===== src/rtl/csi_lane_aligner.sv =====
// Deskews NUM_LANE CSI byte lanes: measures first-byte arrival offsets at burst start, then
// delays the early lanes so one aligned word of NUM_LANE bytes is presented per cycle.
module csi_lane_aligner #(
    parameter int NUM_LANE = 2,
    parameter int MAX_SKEW = 4
) (
    input  logic                  clk,
    input  logic                  reset,
    input  logic [NUM_LANE-1:0]   byte_vld_i,
    input  logic [NUM_LANE*8-1:0] byte_i,
    input  logic                  pkt_done_i,
    output logic                  word_vld_o,
    output logic [NUM_LANE*8-1:0] word_o,
    output logic                  aligned_o,
    output logic                  align_err_o
);
    localparam int CW = $clog2(MAX_SKEW + 1);

    localparam logic [1:0] StIdle    = 2'd0;
    localparam logic [1:0] StWaitAll = 2'd1;
    localparam logic [1:0] StAligned = 2'd2;
    localparam logic [1:0] StDrain   = 2'd3;

    logic [1:0]            state_q, state_d;
    logic [CW-1:0]         cnt_q, cnt_d;
    logic [NUM_LANE-1:0]   seen_q, seen_nxt;
    logic [CW-1:0]         arr_q     [NUM_LANE];
    logic [CW-1:0]         arr_nxt   [NUM_LANE];
    logic [CW-1:0]         delay_q   [NUM_LANE];
    logic [CW-1:0]         delay_nxt [NUM_LANE];
    logic [CW-1:0]         delay_eff [NUM_LANE];
    logic [CW-1:0]         max_arr;
    logic                  all_seen;
    // Together with the live input this gives a MAX_SKEW+1 deep window per lane.
    logic [7:0]            hist_data_q [NUM_LANE][MAX_SKEW];
    logic                  hist_vld_q  [NUM_LANE][MAX_SKEW];
    logic [NUM_LANE*8-1:0] dly_data;
    logic [NUM_LANE-1:0]   dly_vld;
    logic                  load, err, word_vld_d;
    logic                  word_vld_q;
    logic [NUM_LANE*8-1:0] word_q;

    // Arrival bookkeeping including lanes arriving this cycle, so completion needs no extra cycle.
    always_comb begin
        seen_nxt = seen_q;
        for (int l = 0; l < NUM_LANE; l++) arr_nxt[l] = arr_q[l];
        if (state_q == StIdle) begin
            seen_nxt = byte_vld_i;
            for (int l = 0; l < NUM_LANE; l++) arr_nxt[l] = '0;
        end else if (state_q == StWaitAll) begin
            for (int l = 0; l < NUM_LANE; l++) begin
                if (byte_vld_i[l] && !seen_q[l]) begin
                    seen_nxt[l] = 1'b1;
                    arr_nxt[l]  = cnt_q;
                end
            end
        end
        all_seen = &seen_nxt;
        max_arr  = '0;
        for (int l = 0; l < NUM_LANE; l++) begin
            if (arr_nxt[l] > max_arr) max_arr = arr_nxt[l];
        end
        for (int l = 0; l < NUM_LANE; l++) delay_nxt[l] = max_arr - arr_nxt[l];
    end

    always_comb begin
        for (int l = 0; l < NUM_LANE; l++) begin
            delay_eff[l] = (state_q == StAligned) ? delay_q[l] : delay_nxt[l];
        end
    end

    always_comb begin
        for (int l = 0; l < NUM_LANE; l++) begin
            dly_data[l*8 +: 8] = byte_i[l*8 +: 8];
            dly_vld[l]         = byte_vld_i[l];
            for (int k = 1; k <= MAX_SKEW; k++) begin
                if (delay_eff[l] == CW'(k)) begin
                    dly_data[l*8 +: 8] = hist_data_q[l][k-1];
                    dly_vld[l]         = hist_vld_q[l][k-1];
                end
            end
        end
    end

    always_comb begin
        state_d = state_q;
        cnt_d   = cnt_q;
        load    = 1'b0;
        err     = 1'b0;
        case (state_q)
            StIdle: begin
                if (|byte_vld_i) begin
                    cnt_d = CW'(1);
                    if (all_seen) begin
                        state_d = StAligned;
                        load    = 1'b1;
                    end else begin
                        state_d = StWaitAll;
                    end
                end
            end
            StWaitAll: begin
                cnt_d = cnt_q + CW'(1);
                if (all_seen) begin
                    state_d = StAligned;
                    load    = 1'b1;
                end else if (cnt_q == CW'(MAX_SKEW)) begin
                    err     = 1'b1;
                    state_d = StDrain;
                end
            end
            StAligned: begin
                load = 1'b1;
                if (!(&dly_vld)) state_d = StDrain;
            end
            StDrain: begin
                if (!(|byte_vld_i)) state_d = StIdle;
            end
            default: state_d = StIdle;
        endcase
        if (pkt_done_i) begin
            state_d = StDrain;
            load    = 1'b0;
            err     = 1'b0;
        end
        word_vld_d = load & (&dly_vld);
    end

    always_ff @(posedge clk) begin
        if (reset) begin
            state_q    <= StIdle;
            cnt_q      <= '0;
            seen_q     <= '0;
            word_vld_q <= 1'b0;
            word_q     <= '0;
            for (int l = 0; l < NUM_LANE; l++) begin
                arr_q[l]   <= '0;
                delay_q[l] <= '0;
                for (int k = 0; k < MAX_SKEW; k++) begin
                    hist_data_q[l][k] <= '0;
                    hist_vld_q[l][k]  <= 1'b0;
                end
            end
        end else begin
            state_q    <= state_d;
            cnt_q      <= cnt_d;
            seen_q     <= seen_nxt;
            word_vld_q <= word_vld_d;
            if (word_vld_d) word_q <= dly_data;
            for (int l = 0; l < NUM_LANE; l++) begin
                arr_q[l]          <= arr_nxt[l];
                delay_q[l]        <= delay_eff[l];
                hist_data_q[l][0] <= byte_i[l*8 +: 8];
                hist_vld_q[l][0]  <= byte_vld_i[l];
                for (int k = 1; k < MAX_SKEW; k++) begin
                    hist_data_q[l][k] <= hist_data_q[l][k-1];
                    hist_vld_q[l][k]  <= hist_vld_q[l][k-1];
                end
            end
        end
    end

    assign word_vld_o  = word_vld_q;
    assign word_o      = word_q;
    assign aligned_o   = (state_q == StAligned);
    assign align_err_o = err & ~reset;

endmodule


===== config.mk =====
export PLATFORM = sky130hd
export DESIGN_NAME = csi_lane_aligner
export DESIGN_NICKNAME = d
export VERILOG_FILES = /design/src/rtl/csi_lane_aligner.sv
export SDC_FILE = /design/constraint.sdc
export NUM_CORES = 1
export LEC_CHECK = 0
export CORE_UTILIZATION = 50
export DETAILED_ROUTE_END_ITERATION = 10
export DONT_BUFFER_PORTS = 1
export PLACE_DENSITY = 0.68
export SLEW_MARGIN = 20
export SYNTH_ARGS = -nofsm -noshare
export SYNTH_HDL_FRONTEND = slang
export SYNTH_SLANG_ARGS = --single-unit

===== constraint.sdc =====
create_clock -name clk -period 4.55 [get_ports clk]
set_input_delay 0.455 -clock clk [delete_from_list [all_inputs] [get_ports clk]]
set_output_delay 0.455 -clock clk [all_outputs]
set_load 0.02 [all_outputs]

==> results.md <==
- Setup ws final: 103.0 ps
- Net Sw Power: 0.6366 mW
- Chip Width: 97.96 microns
- CP dominant cell by count: nor2_1
- Internal: 1.464 mW
- Crit path kind: reg -> reg
- Syn Nets: 501
- RSZ-0062 raised after global routing: true
- N_diodes: 0
- Core box area: 8806 sq um
- Layout Nets: 527
- CTS tree: yes
- DR vias: 3,417
- Site Rows: 34
- Die ar.: 9596 sq um
- Dominant synthesized flop cell: dfxtp_1
- Area growth syn-to-layout: 17.85%
- Final critical-path required period: 4447 ps
- Port bufs: 0
- Number of iterations in the first detailed-routing pass: 7
- Worst Hold Margin: 149.4 ps
- Sw Share: 0.3030
- Maximum fanout along the worst path: 6
- HPWL after detailed placement: 6112 microns
- Post-synth EDFFs: 0
- Relative slew slack: 0.4122
- Max Root-Sink Buffers: 2
- Overall Power: 2.101 mW
- Grt total ovfl: 0
- Gr usage total: 0.2051
- Static leakage: 2.157 nW
- WL final: 9687 microns
- Max Freq: 224.9 MHz
- GPL Wtd Cong: 0.8372
- Synth async-reset ratio: 0
- Setup crit start kind: flop
- Clock share of power: 0.269
- Crit end category: flop
- Clock Sink Count: 108
- Post-route antenna net violation count: 0
- DRT iter0 DRCs: 163
- CTS HTree Levels: 3
- Cts bufs inserted: 9
- Sequential element share of the synthesized area: 0.4696
- Synthesized area per cell: 9.881 sq um
- Share of cells above drive strength 1: 0.2233
- Cell Area, Synth: 4604 sq um
- Largest net degree at the start of global routing: 118
- DRC violations left: 3
- Final Skew: 12.26 ps
- Warnings from Yosys: 0
- Part of the cycle the worst path needs: 0.9774
- IO Pins: 40
- Initial cell density of the core: 0.5229
- Die H: 97.96 microns
- WP data arrival: 4700 ps
- First-pass GRT wire length: 15,900 microns
- Root buf cell: clkbuf_8
- Critical path depth in cells: 25
- Dpl ws: 1.400 ps
- Via density: 5.648
- Max cap viols: 0
- Failing checks: design-rule violations
- Comb power frac: 0.245
- Post-Syn Instances: 466
- #FFs+latches synth: 108
- Clk slew on worst S/H paths: 100 ps
- Final setup violation count: 0
- CP required: 4810 ps
- Sequential share of power: 0.486
- Max Transition Viols Final: 0
- Worst IR drop on VDD: 0.2926 mV
- Initial antenna violation count: 0
- Delay of the slowest critical-path stage: 590 ps
- Hold-critical path depth: 1
- FF-to-FF path depth: 25
- Count of final hold-check violations: 0
- Pwr/cell area: 387.2 nW/um^2
- CP max stage cell: fa_2
- Hold WC Path Type: in -> reg
- Vias in the first global route: 3,354
- Cell variety after synth: 54
- Final TNS setup: 0 ps
- Crit path max-delay family: compound AO/OA/AOI/OAI gates
- Hold_buf cts: 0
- Worst Tran Pin Value: 873.6 ps
- Worst skew pair latency: 370 ps
- Post-DR wirelength/cell: 16.01 microns
- Status: finished, violations left
- Buffers & Inverters on Critical Path: 5
-- layout make-up --
type / count / area [sq um]
clock buffer: 13 / 158.9
inverter: 13 / 48.80
timing repair buffer: 40 / 332.8
fill: 724 / 3379
multi-input combinational: 320 / 2557
tap: 108 / 135.1
clock inverter: 3 / 28.78
sequential: 108 / 2165
-- routing by layer --
layer | wire length (microns) | global-route usage | share of wire | vias up
met1 | 4453 | 0.2689 | 0.46 | 1645
li1 | - | - | - | 1686
met5 | 0 | 0 | 0 | -
met3 | 364 | 0.04438 | 0.038 | 16
met4 | 204 | 0.05594 | 0.021 | 0
met2 | 4665 | 0.3413 | 0.48 | 70
-- per-stage QoR --
| stage | utilization | area (sq um) | cells |
|---|---|---|---|
| 4_1_cts | 0.5878 | 5176 | 598 |
| 3_3_place_gp | 0.5635 | 4962 | 582 |
| 6_report | 0.6162 | 5426 | 605 |
| 3_5_place_dp | 0.5635 | 4962 | 582 |
| 5_1_grt | 0.6162 | 5426 | 605 |
| 2_1_floorplan | - | 4667 | 466 |
-- flip-flops by register name, indices dropped and copies added (netlist names) --
register / flops
seen_q: 2
hist_data_q: 64
delay_q: 6
word_vld_o: 1
word_o: 16
hist_vld_q: 8
state_q: 2
cnt_q: 3
arr_q: 6
-- what timing repair did --
item,in CTS,in global routing
pin swaps,0,10
endpoints found under the setup margin,18,19
hold endpoints to repair,0,0
gates resized for setup,5,38
buffers inserted,0,7
-- final timing paths --
path,startpoint,end,slack (ps)
max,state_q[1],word_o[6],100
min,reset,hist_data_q[0][27],150
max reg2reg,state_q[1],word_o[6],100
min reg2reg,hist_vld_q[1][1],hist_vld_q[1][0],450
-- placed cells by master (no fill, tap or decap), drive strengths merged, types with 3 or more instances in the layout --
cell type,count
a221oi,11
mux2i,37
nand2b,3
buf,40
nor4,4
inv,14
ha,12
nor2b,78
nor3,5
or2,4
a31oi,3
nor2,46
a211oi,12
dfxtp,108
o21ai,17
clkbuf,13
a32oi,3
nand3b,10
nand2,17
o22ai,9
o31ai,12
a21oi,11
-- power groups by stage --
stage	Sequential (mW)	Clock, mW	Combinational [mW]
finish	1.02	0.566	0.514
floorplan	1.04	0	0.334
CTS	1.02	0.579	0.455
global placement	1.04	0	0.442
detailed placement	1.04	0	0.448
global route	1.03	0.620	0.563
-- worst reg2reg max path, delay by kind of cell, from the launching register on --
| family | cells | cell delay [ps] |
|---|---|---|
| AOI/OAI and AO/OA | 8 | 1200 |
| adders and majority gates | 4 | 1110 |
| and+or+nand+nor | 7 | 1040 |
| buffers and inverters | 5 | 500 |
| DFF | 1 | 340 |
| muxes | 1 | 170 |
-- Yosys cell counts (2+ instances only) --
master,instances,area [sq um]
a32oi_1,3,26.28
o21ai_0,8,40.04
o21ai_1,9,45.04
nor3b_1,2,15.01
nor4_1,2,12.51
ha_1,12,150.1
nor4_4,2,42.54
buf_2,2,10.01
fa_1,2,40.04
nor2_1,45,168.9
nand2b_1,3,18.77
nand2_1,17,63.81
or2_2,4,25.02
a211oi_1,12,90.09
o31ai_1,10,75.07
mux2i_2,2,27.53
nand3b_1,9,67.56
o21a_1,2,15.01
buf_1,3,11.26
a22oi_1,2,15.01
nor2b_1,78,488.0
inv_1,12,45.04
dfxtp_1,108,2162
mux2i_1,35,350.3
nor3_1,5,25.02
clkbuf_1,18,67.56
a21oi_1,11,55.05
a31oi_1,2,12.51
o31a_1,2,17.52
a221oi_1,11,96.34
o211ai_1,2,15.01
o22ai_1,9,56.30
-- kinds of logic after synthesis --
family	Yosys count	share of synthesized area
and+or+nand+nor	172	0.2103
DFF	108	0.4696
AOI/OAI and AO/OA	94	0.1535
muxes	39	0.08777
buffers and inverters	38	0.03397
adders and majority gates	14	0.04130
xor gates and xnor gates	1	0.003534
(Power assumes the default switching activity.)
